--- config.mk ---
export PLATFORM = sky130hd
export DESIGN_NAME = route_proc_flat
export DESIGN_NICKNAME = d
export VERILOG_FILES = /design/src/rtl/route_proc_if.sv /design/src/rtl/route_proc.sv /design/src/flat_wrapper.sv
export SDC_FILE = /design/constraint.sdc
export NUM_CORES = 1
export LEC_CHECK = 0
export CAP_MARGIN = 10
export CORE_MARGIN = 1.5
export CORE_UTILIZATION = 30
export DETAILED_ROUTE_END_ITERATION = 8
export GPL_TIMING_DRIVEN = 0
export PLACE_DENSITY = 0.57
export REMOVE_ABC_BUFFERS = 1
export SETUP_SLACK_MARGIN = 0.5
export SYNTH_ARGS = -nofsm -noshare
export SYNTH_HDL_FRONTEND = slang
export SYNTH_SLANG_ARGS = --single-unit
--- constraint.sdc ---
create_clock -name clk -period 3.08 [get_ports clk]
set_input_delay 0.616 -clock clk [delete_from_list [all_inputs] [get_ports clk]]
set_output_delay 0.616 -clock clk [all_outputs]
set_load 0.005 [all_outputs]
--- src/rtl/route_proc_if.sv ---
// Command / station-ID handshake bundle between the UART + barcode front end
// and the route processor.
interface route_proc_if #(
    parameter int ID_W = 6
);
    logic            cmd_rdy;
    logic [ID_W+1:0] cmd;
    logic            clr_cmd_rdy;
    logic            ID_vld;
    logic [ID_W+1:0] ID;
    logic            clr_ID_vld;

    modport master (
        output cmd_rdy, cmd, ID_vld, ID,
        input  clr_cmd_rdy, clr_ID_vld
    );

    modport slave (
        input  cmd_rdy, cmd, ID_vld, ID,
        output clr_cmd_rdy, clr_ID_vld
    );
endinterface

--- src/rtl/route_proc.sv ---
// Route processor: destination queue driven by STOP/GO/ADD commands, pops on
// matching station IDs, gates motion and drives a piezo when the path is blocked.
module route_proc #(
    parameter int ID_W     = 6,
    parameter int DEPTH    = 4,
    parameter int BUZZ_DIV = 125000
) (
    input  logic                         clk,
    input  logic                         rst,
    route_proc_if.slave                  bus,
    input  logic                         Ok2Move,
    output logic                         go,
    output logic                         in_transit,
    output logic                         buzz,
    output logic                         buzz_n,
    output logic [ID_W-1:0]              dest_ID,
    output logic [$clog2(DEPTH+1)-1:0]   q_count,
    output logic                         arrived,
    output logic                         cmd_err
);

    localparam int PW = $clog2(DEPTH);
    localparam int CW = $clog2(DEPTH + 1);
    localparam int BW = $clog2(BUZZ_DIV);

    typedef enum logic [1:0] {
        OP_STOP = 2'b00,
        OP_GO   = 2'b01,
        OP_ADD  = 2'b10,
        OP_RSV  = 2'b11
    } op_e;

    typedef enum logic {
        IDLE,
        TRANSIT
    } state_e;

    state_e          state;
    logic [ID_W-1:0] slots [DEPTH];
    logic [PW-1:0]   head;
    logic [PW-1:0]   tail;
    logic [BW-1:0]   buzz_cnt;

    op_e             op;
    logic [ID_W-1:0] stn;
    logic            full;
    logic            id_hit;
    logic            do_push;
    logic            bad_cmd;
    logic            buzz_en;

    assign bus.clr_cmd_rdy = bus.cmd_rdy;
    assign bus.clr_ID_vld  = bus.ID_vld;

    assign op   = op_e'(bus.cmd[ID_W+1:ID_W]);
    assign stn  = bus.cmd[ID_W-1:0];
    assign full = (q_count == CW'(DEPTH));

    assign dest_ID = (state == TRANSIT) ? slots[head] : '0;

    assign id_hit = bus.ID_vld && (bus.ID[ID_W+1:ID_W] == 2'b00) &&
                    (state == TRANSIT) && (bus.ID[ID_W-1:0] == dest_ID);

    // An arrival frees the head slot this cycle, so ADD is accepted even when full.
    assign do_push = bus.cmd_rdy && (op == OP_ADD) && (!full || id_hit);
    assign bad_cmd = bus.cmd_rdy && ((op == OP_RSV) || ((op == OP_ADD) && full && !id_hit));

    assign go      = in_transit & Ok2Move;
    assign buzz_en = in_transit & ~Ok2Move;

    always_ff @(posedge clk or posedge rst) begin
        if (rst) begin
            state      <= IDLE;
            head       <= '0;
            tail       <= '0;
            q_count    <= '0;
            in_transit <= 1'b0;
            arrived    <= 1'b0;
            cmd_err    <= 1'b0;
            for (int unsigned i = 0; i < DEPTH; i++) begin
                slots[i] <= '0;
            end
        end else begin
            arrived <= 1'b0;
            cmd_err <= 1'b0;
            if (bus.cmd_rdy && (op == OP_STOP)) begin
                state      <= IDLE;
                head       <= '0;
                tail       <= '0;
                q_count    <= '0;
                in_transit <= 1'b0;
            end else if (bus.cmd_rdy && (op == OP_GO)) begin
                slots[0]   <= stn;
                head       <= '0;
                tail       <= PW'(1);
                q_count    <= CW'(1);
                state      <= TRANSIT;
                in_transit <= 1'b1;
            end else begin
                cmd_err <= bad_cmd;
                if (id_hit) begin
                    head    <= head + 1'b1;
                    arrived <= 1'b1;
                end
                if (do_push) begin
                    slots[tail] <= stn;
                    tail        <= tail + 1'b1;
                end
                if (do_push && !id_hit) begin
                    q_count    <= q_count + 1'b1;
                    state      <= TRANSIT;
                    in_transit <= 1'b1;
                end else if (id_hit && !do_push) begin
                    q_count <= q_count - 1'b1;
                    if (q_count == CW'(1)) begin
                        state      <= IDLE;
                        in_transit <= 1'b0;
                    end
                end
            end
        end
    end

    // buzz_n is loaded with the complement of the post-edge buzz value.
    always_ff @(posedge clk or posedge rst) begin
        if (rst) begin
            buzz_cnt <= '0;
            buzz     <= 1'b0;
            buzz_n   <= 1'b0;
        end else if (!buzz_en) begin
            buzz_cnt <= '0;
            buzz     <= 1'b0;
            buzz_n   <= 1'b0;
        end else if (buzz_cnt == BW'(BUZZ_DIV - 1)) begin
            buzz_cnt <= '0;
            buzz     <= ~buzz;
            buzz_n   <= buzz;
        end else begin
            buzz_cnt <= buzz_cnt + 1'b1;
            buzz_n   <= ~buzz;
        end
    end

endmodule

--- src/flat_wrapper.sv ---
// flat-port wrapper written by rule: the top's interface ports become plain ports
module route_proc_flat 
#(
    parameter int ID_W     = 6,
    parameter int DEPTH    = 4,
    parameter int BUZZ_DIV = 125000
)
  (clk, rst, Ok2Move, go, in_transit, buzz, buzz_n, dest_ID, q_count, arrived, cmd_err, bus_cmd_rdy, bus_cmd, bus_ID_vld, bus_ID, bus_clr_cmd_rdy, bus_clr_ID_vld);
  route_proc_if #(.ID_W(ID_W)) bus_i ();
  input  logic clk;
  input  logic rst;
  input  logic Ok2Move;
  output logic go;
  output logic in_transit;
  output logic buzz;
  output logic buzz_n;
  output logic [ID_W-1:0] dest_ID;
  output logic [$clog2(DEPTH+1)-1:0] q_count;
  output logic arrived;
  output logic cmd_err;
  input wire logic [$bits(bus_i.cmd_rdy)-1:0] bus_cmd_rdy;
  input wire logic [$bits(bus_i.cmd)-1:0] bus_cmd;
  input wire logic [$bits(bus_i.ID_vld)-1:0] bus_ID_vld;
  input wire logic [$bits(bus_i.ID)-1:0] bus_ID;
  output wire logic [$bits(bus_i.clr_cmd_rdy)-1:0] bus_clr_cmd_rdy;
  output wire logic [$bits(bus_i.clr_ID_vld)-1:0] bus_clr_ID_vld;
  assign bus_i.cmd_rdy = bus_cmd_rdy;
  assign bus_i.cmd = bus_cmd;
  assign bus_i.ID_vld = bus_ID_vld;
  assign bus_i.ID = bus_ID;
  assign bus_clr_cmd_rdy = bus_i.clr_cmd_rdy;
  assign bus_clr_ID_vld = bus_i.clr_ID_vld;
  route_proc #(.ID_W(ID_W), .DEPTH(DEPTH), .BUZZ_DIV(BUZZ_DIV)) u_core (.clk(clk), .rst(rst), .bus(bus_i), .Ok2Move(Ok2Move), .go(go), .in_transit(in_transit), .buzz(buzz), .buzz_n(buzz_n), .dest_ID(dest_ID), .q_count(q_count), .arrived(arrived), .cmd_err(cmd_err));
endmodule
==> flow_summary.toml <==
[finish]
syn_to_final_growth_pct = 29.0
final_nets = 331
layout-drive-gt1-share_pct = 26.6
fin_util_pct = 39.6
filler_cell_count = 884
diodes = 0

[synthesis]
synth_top_area_cell = "dfrtp_1"
ys_ff_latch = 53
ys_types = 41
ys_async_sr_fraction_pct = 100
synth_top_area_share_pct = 47.2
avgSynthCellArea_um2 = 11.5
syn-cell-area_mm2 = 0.00281
synth_edf_count = 0
yosys_most_used_dff = "dfrtp_1"
synth.top_cells.by_area = "dfrtp_1, mux2_2, mux4_1"
ys_seq_area_share_pct = 47.2
yosysWarnings = 0
synthCells = 245

[floorplan]
core_mm2 = 0.00915
die_area_mm2 = 0.00997
start_util_pct = 30.7
num_rows = 35
die_height_um = 99.8
ioPinCount = 38
die_x_um = 99.8

[power]
p_sw_uw = 512
seqPwrFrac_pct = 50.3
vdd_ir_drop_max_mv = 0.189
p_sw_share_pct = 28.3
power.density_mw_per_mm2 = 498
p_int_uw = 1290
total_power_uw = 1810
clkPwrFrac_pct = 22.4
pwr-share-comb_pct = 27.2
p_leak_uw = 0.00158

[global_route]
grtUsageTotal_pct = 11.6
grt_pass1_wl_mm = 9.23
grt_pass1_vias = 1899
grt_start_max_net_pins = 42
antenna_found_initial = 0
grt-ovfl-total = 0

[clock_tree]
tritoncts = "built"
cts_root_buffer = "clkbuf_8"
cts_buffers = 5
clock_latency_ns = 0.31
cts_max_path_buffers = 2
clk_pin_slew_worst_paths_ns = 0.10
htreeDepth = 2
clkSinkCount = 53

[timing]
slew_headroom_pct = 57.3
finalSetupViolations = 0
finClkSkew_ns = 0.0114
fin_crit_sh_pct = 90.5
hold_viol_final = 0
holdWs_ns = 0.464
tns_ns = 0
worst_pin_slew_ns = 0.639
fmax_mhz = 359
fin_crit_ns = 2.79
finalMaxSlewViolations = 0
rsz0062_at_grt = "true"

[detailed_routing]
drt_iter0_drc = 56
vias_per_cell = 4.73
routedWlPerCell_um = 13.2
vias = 1947
drc = 0
wl_mm = 5.43
ant_nets = 0
first_pass_iters = 4

[critical_path]
r2r_end = "u_core.slots[20]"
critPathMaxFanout = 7
worstPathRequired_ns = 3.28
rr_startpoint = "u_core.head[0]"
r2r_setup_slack_ns = 0.29
crit_start = "u_core.head[0]"
worstSetupPathType = "flop to flop"
start_kind = "flop"
end_kind = "flop"
rr_worst_depth = 11
cp.arrival_ns = 2.98

[job]
drv_cap = 0

[place]
numPortBuffers = 37
dp_hpwl_mm = 3.76
gp_congestion = 0.775

[worst_hold_path]
min_path_cells = 1
hold-path-endpoint = "u_core.buzz_cnt[0]"
worst_hold_startpoint = "u_core.buzz_cnt[0]"
holdCritPathClass = "flop to flop"

[outcome]
outcome = "completed"
how the worst max path moves through the flow:
stage / to / slack (ns) / depth (start not counted)
finish: u_core.slots[20] / 0.29 / 11
global route: u_core.q_count[2] / 0.12 / 11
detailed placement: u_core.q_count[2] / -0.40 / 9
floorplan: u_core.q_count[2] / 0.1 / 9
global placement: u_core.q_count[2] / -0.36 / 9
CTS: u_core.q_count[2] / 0.21 / 11
per-stage QoR:
stage | setup slack [ns] | instances | cell area, um2
after global placement | -0.356 | 385 | 3280
final | 0.291 | 412 | 3630
after detailed placement | -0.400 | 386 | 3300
after CTS | 0.207 | 408 | 3590
after global routing | 0.120 | 412 | 3630
after floorplan | 0.0992 | 237 | 2770
power groups by stage:
stage / sequential (uW) / clock (uW) / combinational (uW)
floorplan: 891 / 0 / 298
global placement: 910 / 0 / 422
detailed placement: 915 / 0 / 432
CTS: 906 / 423 / 483
global route: 928 / 455 / 540
finish: 909 / 405 / 492
per-layer routing:
layer  wire, um  up-vias  GRT usage (%)
li1           -      946              -
met3        126        4           2.58
met2       2780       19           19.9
met1       2490      978           14.8
met4         40        0           3.14
met5          0        -              0
synthesized netlist by cell type, types with 2 or more instances:
| cell | n |
|---|---|
| dfrtp_1 | 53 |
| nor2_1 | 32 |
| mux2_2 | 22 |
| xor2_1 | 15 |
| nand2_1 | 14 |
| nand3_1 | 11 |
| ha_1 | 10 |
| xnor2_1 | 10 |
| inv_1 | 9 |
| a21oi_1 | 5 |
| and2_1 | 5 |
| mux4_1 | 5 |
| clkbuf_1 | 4 |
| mux2i_1 | 4 |
| nor2b_1 | 4 |
| nor3_1 | 4 |
| o21ai_0 | 4 |
| nand3_4 | 3 |
| nand4_1 | 3 |
| and3_1 | 2 |
| buf_4 | 2 |
| mux2_4 | 2 |
| nand2b_1 | 2 |
| nor4_1 | 2 |
| o21ai_1 | 2 |
cell usage in the layout (no fill, tap or decap), types with 4 or more instances in the layout:
| cell | instances |
|---|---|
| nand3_1 | 10 |
| o21ai_0 | 4 |
| dfrtp_1 | 52 |
| nor2b_1 | 4 |
| buf_4 | 15 |
| nor2_1 | 32 |
| and2_1 | 5 |
| mux2_4 | 4 |
| nand2_1 | 12 |
| clkbuf_8 | 5 |
| a21oi_1 | 4 |
| clkdlybuf4s50_1 | 34 |
| inv_1 | 8 |
| ha_1 | 9 |
| xor2_1 | 15 |
| mux4_2 | 4 |
| mux2_2 | 20 |
| xnor2_1 | 7 |
repair_timing:
action / in CTS / in global routing
gates resized for setup: 22 / 6
buffers inserted: 14 / 4
pin swaps: 12 / 3
hold buffers: 0 / 0
gates cloned: 0 / 0
endpoints found under the hold margin: 0 / 0
endpoints found under the setup margin: 39 / 36
worst max-delay path, cell delays in order, from the launching register on:
cell       delay [ns]
dfrtp_2          0.50
mux4_1           0.59
nand2_2          0.11
xnor2_2          0.09
a2111oi_4        0.26
buf_4            0.18
a21boi_4         0.06
buf_4            0.14
buf_6            0.11
o21ai_4          0.16
buf_12           0.14
mux2_2           0.32
state kept, by name, summed over array words and instances, names as in the netlist, 2 cells and up:
register,count
u_core.slots,24
u_core.buzz_cnt,17
u_core.q_count,3
u_core.head,2
u_core.tail,2
kinds of logic (layout without fill, tap and decap cells):
| family | Yosys count | count (layout) | synth area share (%) |
|---|---|---|---|
| AND/OR/NAND/NOR | 88 | 88 | 16.5 |
| flip-flops | 53 | 53 | 47.2 |
| multiplexers | 33 | 33 | 16.0 |
| XOR/XNOR | 25 | 25 | 7.78 |
| AO/OA/AOI/OAI | 19 | 19 | 5.29 |
| buffers and inverters | 17 | 73 | 2.85 |
| adder cells (fa/ha/maj) | 10 | 10 | 4.45 |
area by class of cell:
type	instances	area [um2]	share of cell area, %
sequential	53	1330	36.6
clock inverter	3	25.0	0.690
timing repair buffer	56	549	15.1
tap	111	139	3.83
multi-input combinational	175	1490	40.9
clock buffer	5	68.8	1.90
inverter	9	33.8	0.931
Note: power is estimated with default switching activity, not from simulation.
